--- src/rtl/tick_sequencer_pkg.sv ---
// Shared definitions for the tick sequencer and for display timing blocks.
// Holds the FSM state encoding, the run-mode constants and the default tick period.
package tick_sequencer_pkg;

    typedef enum logic [1:0] {
        IDLE   = 2'd0,
        RUN    = 2'd1,
        PAUSED = 2'd2,
        DONE   = 2'd3
    } state_t;

    localparam logic MODE_ONESHOT = 1'b0;
    localparam logic MODE_RELOAD  = 1'b1;

    // 1 s at 100 MHz; display timing uses the same value.
    localparam int unsigned DEFAULT_TICK_CYCLES = 100000000;

endpackage

--- src/rtl/tick_sequencer_prescaler.sv ---
// tick_prescaler: free-running period counter with clear and enable.
// at_last is high while the counter sits on its terminal value. The owner
// qualifies it with its own enable, so this output never depends on en.
module tick_prescaler #(
    parameter int unsigned CNT_W = 32
) (
    input  logic             clk,
    input  logic             rst,
    input  logic             en,
    input  logic             clr,
    input  logic [CNT_W-1:0] last_count,
    output logic             at_last
);

    logic [CNT_W-1:0] cnt_reg;

    assign at_last = (cnt_reg == last_count);

    // Period counter: clear wins over enable, and the counter wraps to 0 after last_count.
    always_ff @(posedge clk) begin
        if (rst || clr) begin
            cnt_reg <= '0;
        end else if (en) begin
            if (at_last) begin
                cnt_reg <= '0;
            end else begin
                cnt_reg <= cnt_reg + 1'b1;
            end
        end
    end

endmodule

--- src/rtl/tick_sequencer.sv ---
// tick_sequencer: divides clk into ticks and counts a run-time number of them.
// It supports one-shot and auto-reload modes, pause and abort.
// Optional feature: define TICK_SEQ_RT_PERIOD_EN to add a period_cycles input.
// That input is latched on start and sets the tick period; the values 0 and 1 act as 2.
module tick_sequencer
    import tick_sequencer_pkg::*;
#(
    parameter int unsigned TICK_CYCLES = DEFAULT_TICK_CYCLES,
    parameter int unsigned CNT_W       = 32,
    parameter int unsigned TICKS_W     = 8
) (
    input  logic               clk,
    input  logic               rst,
    input  logic               start,
    input  logic               abort,
    input  logic               pause,
    input  logic               mode,
    input  logic [TICKS_W-1:0] tick_target,
`ifdef TICK_SEQ_RT_PERIOD_EN
    input  logic [CNT_W-1:0]   period_cycles,
`endif
    output logic               busy,
    output logic               tick,
    output logic [TICKS_W-1:0] tick_count,
    output logic               flash,
    output logic               done_pulse,
    output logic               finished
);

    state_t             state_reg, state_next;
    logic [TICKS_W-1:0] count_reg, count_next;
    logic [TICKS_W-1:0] tgt_reg, tgt_next;
    logic [TICKS_W-1:0] count_inc;
    logic               mode_reg, mode_next;
    logic               flash_reg, flash_next;
    logic               tick_reg, tick_next;
    logic               done_reg, done_next;
    logic               pre_en, pre_clr, pre_at_last;
    logic [CNT_W-1:0]   last_count;

`ifdef TICK_SEQ_RT_PERIOD_EN
    logic [CNT_W-1:0] last_reg;
    logic [CNT_W-1:0] last_sel;

    // A period below 2 cannot produce a distinct tick, so it is clamped to 2.
    assign last_sel = (period_cycles < CNT_W'(2)) ? CNT_W'(1) : period_cycles - 1'b1;

    // Capture the requested period whenever a new run is launched.
    always_ff @(posedge clk) begin
        if (rst) begin
            last_reg <= CNT_W'(1);
        end else if (start && !abort) begin
            last_reg <= last_sel;
        end
    end

    assign last_count = last_reg;
`else
    assign last_count = CNT_W'(TICK_CYCLES - 1);
`endif

    tick_prescaler #(
        .CNT_W(CNT_W)
    ) u_prescaler (
        .clk       (clk),
        .rst       (rst),
        .en        (pre_en),
        .clr       (pre_clr),
        .last_count(last_count),
        .at_last   (pre_at_last)
    );

    assign count_inc = count_reg + 1'b1;

    // State, counters and registered strobes.
    always_ff @(posedge clk) begin
        if (rst) begin
            state_reg <= IDLE;
            count_reg <= '0;
            tgt_reg   <= '0;
            mode_reg  <= MODE_ONESHOT;
            flash_reg <= 1'b0;
            tick_reg  <= 1'b0;
            done_reg  <= 1'b0;
        end else begin
            state_reg <= state_next;
            count_reg <= count_next;
            tgt_reg   <= tgt_next;
            mode_reg  <= mode_next;
            flash_reg <= flash_next;
            tick_reg  <= tick_next;
            done_reg  <= done_next;
        end
    end

    // Next-state logic. Priority is abort > start > pause. A pause freezes the
    // run on the same edge it is sampled, so a pause stretches the run by
    // exactly the number of cycles it is held high.
    always_comb begin
        state_next = state_reg;
        count_next = count_reg;
        tgt_next   = tgt_reg;
        mode_next  = mode_reg;
        flash_next = flash_reg;
        tick_next  = 1'b0;
        done_next  = 1'b0;
        pre_en     = 1'b0;
        pre_clr    = 1'b0;
        if (abort) begin
            state_next = IDLE;
            count_next = '0;
            flash_next = 1'b0;
            pre_clr    = 1'b1;
        end else if (start) begin
            tgt_next   = tick_target;
            mode_next  = mode;
            count_next = '0;
            flash_next = 1'b0;
            pre_clr    = 1'b1;
            if (tick_target == '0) begin
                // An empty run completes immediately and never ticks.
                done_next  = 1'b1;
                state_next = (mode == MODE_RELOAD) ? IDLE : DONE;
            end else begin
                state_next = RUN;
            end
        end else begin
            case (state_reg)
                RUN, PAUSED: begin
                    if (pause) begin
                        state_next = PAUSED;
                    end else begin
                        state_next = RUN;
                        pre_en     = 1'b1;
                        if (pre_at_last) begin
                            tick_next  = 1'b1;
                            flash_next = ~flash_reg;
                            if (count_inc == tgt_reg) begin
                                done_next = 1'b1;
                                if (mode_reg == MODE_ONESHOT) begin
                                    count_next = tgt_reg;
                                    state_next = DONE;
                                end else begin
                                    count_next = '0;
                                end
                            end else begin
                                count_next = count_inc;
                            end
                        end
                    end
                end
                default: begin
                end
            endcase
        end
    end

    assign busy       = (state_reg == RUN) || (state_reg == PAUSED);
    assign finished   = (state_reg == DONE);
    assign tick       = tick_reg;
    assign done_pulse = done_reg;
    assign tick_count = count_reg;
    assign flash      = flash_reg;

endmodule

--- config.mk ---
export PLATFORM = sky130hd
export DESIGN_NAME = tick_sequencer
export DESIGN_NICKNAME = d
export VERILOG_FILES = /design/src/rtl/tick_sequencer_pkg.sv /design/src/rtl/tick_sequencer_prescaler.sv /design/src/rtl/tick_sequencer.sv
export SDC_FILE = /design/constraint.sdc
export NUM_CORES = 1
export LEC_CHECK = 0
export BUFFER_PORTS_ARGS = -buffer_cell sky130_fd_sc_hd__buf_2
export CORE_UTILIZATION = 35
export DETAILED_ROUTE_END_ITERATION = 8
export RECOVER_POWER = 25
export SLEW_MARGIN = 25
export SYNTH_ARGS = -nofsm -noshare
export SYNTH_HDL_FRONTEND = slang
export SYNTH_SLANG_ARGS = --single-unit
--- constraint.sdc ---
create_clock -name clk -period 2.34 [get_ports clk]
set_clock_uncertainty 0.15 [all_clocks]
set_input_delay 0.117 -clock clk [delete_from_list [all_inputs] [get_ports clk]]
set_output_delay 0.117 -clock clk [all_outputs]
set_load 0.05 [all_outputs]
==> results.yml <==
routing:
  postRouteAntennaNets: 0
  route.detailed.drc: 0
  drt-total-wl_um: 7570
  vias: 2814
  drt_iter0_drc: 131
  firstDrtPassIters: 4
  wire_per_inst_um: 13.6
  viasPerCell: 5.05
layout:
  layout_commonest_cell: "buf_4"
  drive_above_1_share_pct: 30.1
  final_cell_mix: "buf_4 (68), nor2_1 (49), nand2_1 (46)"
  synthToLayoutAreaGrowth_pct: 43.9
  fin_area_um2: 4100
  largest_reg_flops: 32
  instances_no_fill: 557
  final_nets: 471
  fillers: 731
  diodes: 0
floorplanning:
  dieHeight_um: 92.2
  rows: 32
  core_um2: 7810
  die_x_um: 92.2
  start_util_pct: 36.5
  io_pins: 27
  die_area_um2: 8500
placement:
  place_ws_ns: -0.226
  place.detailed.hpwl_um: 4890
  dp_cells: 515
  place_congestion: 0.899
  port_buffers: 26
  placed_area_um2: 3500
yosys:
  synthArstFlopShare_pct: 0
  synth_top_area_cell: "dfxtp_1"
  synth_area_um2: 2850
  syn_nets: 361
  yosys_warnings: 0
  synth_edf_count: 0
  syn_avg_cell_area_um2: 8.28
  yosysTopAreaCellShare_pct: 38.0
  ys.flop_type: "dfxtp_1"
  synth_seq_cells: 54
  yosys.cell_types.count: 49
  synth.area.top_cells: "dfxtp_1 (38%), xnor2_1 (6.8%), nor2_1 (6.6%), nand2_1 (6.3%), xor2_1 (5.8%)"
  synthCells: 344
  ys_seq_area_share_pct: 38.0
clocking:
  cts_num_sinks: 54
  cts_buffers: 5
  cts-root-buf: "clkbuf_8"
  cts_max_level: 2
  clock_latency_ns: 0.31
  clkTransAtPathRegs_ns: 0.10
  cts_buffer_depth: 2
  cts_tree: "done"
global_route:
  grt_util_all_layers_pct: 17.0
  grt_pass1_vias: 2533
  grt_max_degree: 31
  grt_pass1_wl_um: 11800
  overflow: 0
  antenna_found_initial: 0
outcome:
  outcome: "finished clean"
sta:
  post-route-period-util_pct: 99.6
  rsz0062_at_grt: "true"
  finalSetupViolCount: 0
  whs_ns: 0.0552
  worstMarginPinSlew_ns: 0.618
  drv_slew: 0
  clock.fmax_mhz: 429
  min_period_ns: 2.33
  fin_ws_ns: 0.0101
  finalHoldViolCount: 0
  relSlewSlack_pct: 58.9
setup_path:
  crit_required_ns: 2.41
  crit_fanout: 10
  path_class: "flip-flop to flip-flop"
  crit_path_end_kind: "flip-flop"
  worst_ep_arrival_time_ns: 2.40
  crit_path_start_kind: "flip-flop"
power_and_ir_drop:
  p_leak_uw: 0.00153
  powerDensity_nw_per_um2: 414
  vdd_ir_drop_max_uv: 353
run:
  drv_cap: 0
hold_path:
  worstHoldPathType: "input pin to flip-flop"
-- Yosys cell counts, types with 3 or more instances --
master	instances
a21oi_1	17
a2bb2oi_1	6
a31oi_1	6
and2_1	3
and3_1	6
and4_1	3
buf_2	3
clkbuf_1	8
dfxtp_1	54
ha_1	3
inv_1	3
nand2_1	48
nand2b_1	6
nand3_1	18
nand4_1	6
nand4b_1	7
nor2_1	50
nor2b_1	4
nor4_1	5
o21ai_0	4
or3_1	5
or4_1	6
xnor2_1	22
xor2_1	19
-- layer usage --
metal  GRT usage (%)  vias to the layer above  wire length (µm)
met1            24.6                     1309              3650
met5               0                        -                 0
li1                -                     1427                 -
met2            26.3                       69              3530
met3            2.40                        9               314
met4            4.43                        0                75
-- final timing paths --
kind	slack (ns)	depth (start not counted)	to	from
worst min register to register	0.34	2	state_reg[0]	state_reg[0]
worst max register to register	0.01	9	tick_count[5]	tick_count[3]
worst min-delay path	0.06	3	state_reg[0]	abort
worst max-delay path	0.01	9	tick_count[5]	tick_count[3]
-- stage by stage --
stage / TNS, ns / util (%) / power [µW]
floorplan: -0.0264 / - / 1010
global placement: -0.907 / 44.8 / 1050
detailed placement: -1.62 / 44.8 / 1050
CTS: 0 / 49.4 / 1710
global route: -1.04 / 52.5 / 1770
finish: 0 / 52.5 / 1700
-- layout make-up --
cell class	instances	area (µm²)	share of cell area [%]
Multi-Input combinational cell	274	1860	45.5
Sequential cell	54	1100	26.9
Timing Repair Buffer	116	883	21.6
Tap cell	102	128	3.11
Clock buffer	6	72.6	1.77
Clock inverter	2	37.5	0.916
Inverter	3	11.3	0.275
-- power by group --
part / switching, µW / leakage, µW / internal (µW) / total (µW)
combinational: 67.0 / 0.00103 / 70.1 / 137
sequential: 11.6 / 0.000442 / 923 / 935
clock: 304 / 0.0000514 / 320 / 624
total: 382 / 0.00153 / 1310 / 1700
-- what timing repair did --
| item | 4_1_cts | 5_1_grt |
|---|---|---|
| hold buffers | 18 | 0 |
| pin swaps | 3 | 26 |
| endpoints found under the setup margin | 12 | 22 |
| gates cloned | 1 | 1 |
| hold endpoints to repair | 12 | 0 |
| setup buffers | 4 | 10 |
| resized for setup | 7 | 32 |
-- logic make-up (layout without fill, tap and decap cells) --
family	Yosys count	count (layout)	synth area share, %
xor+xnor	41	41	12.6
flops	54	54	38.0
compound gates	41	42	9.10
fa+ha+maj	3	3	1.32
simple gates	187	187	35.6
mux	1	1	0.352
buf+inv	17	127	3.03
-- critical path, cell delays in order, from the launching register on --
cell,delay [ns]
dfxtp_4,0.36
and4_1,0.19
buf_4,0.15
a211oi_1,0.47
o31ai_4,0.11
buf_4,0.17
a21oi_4,0.18
buf_12,0.14
nand4b_1,0.12
a31oi_1,0.20
Note: power is estimated with default switching activity, not from simulation.
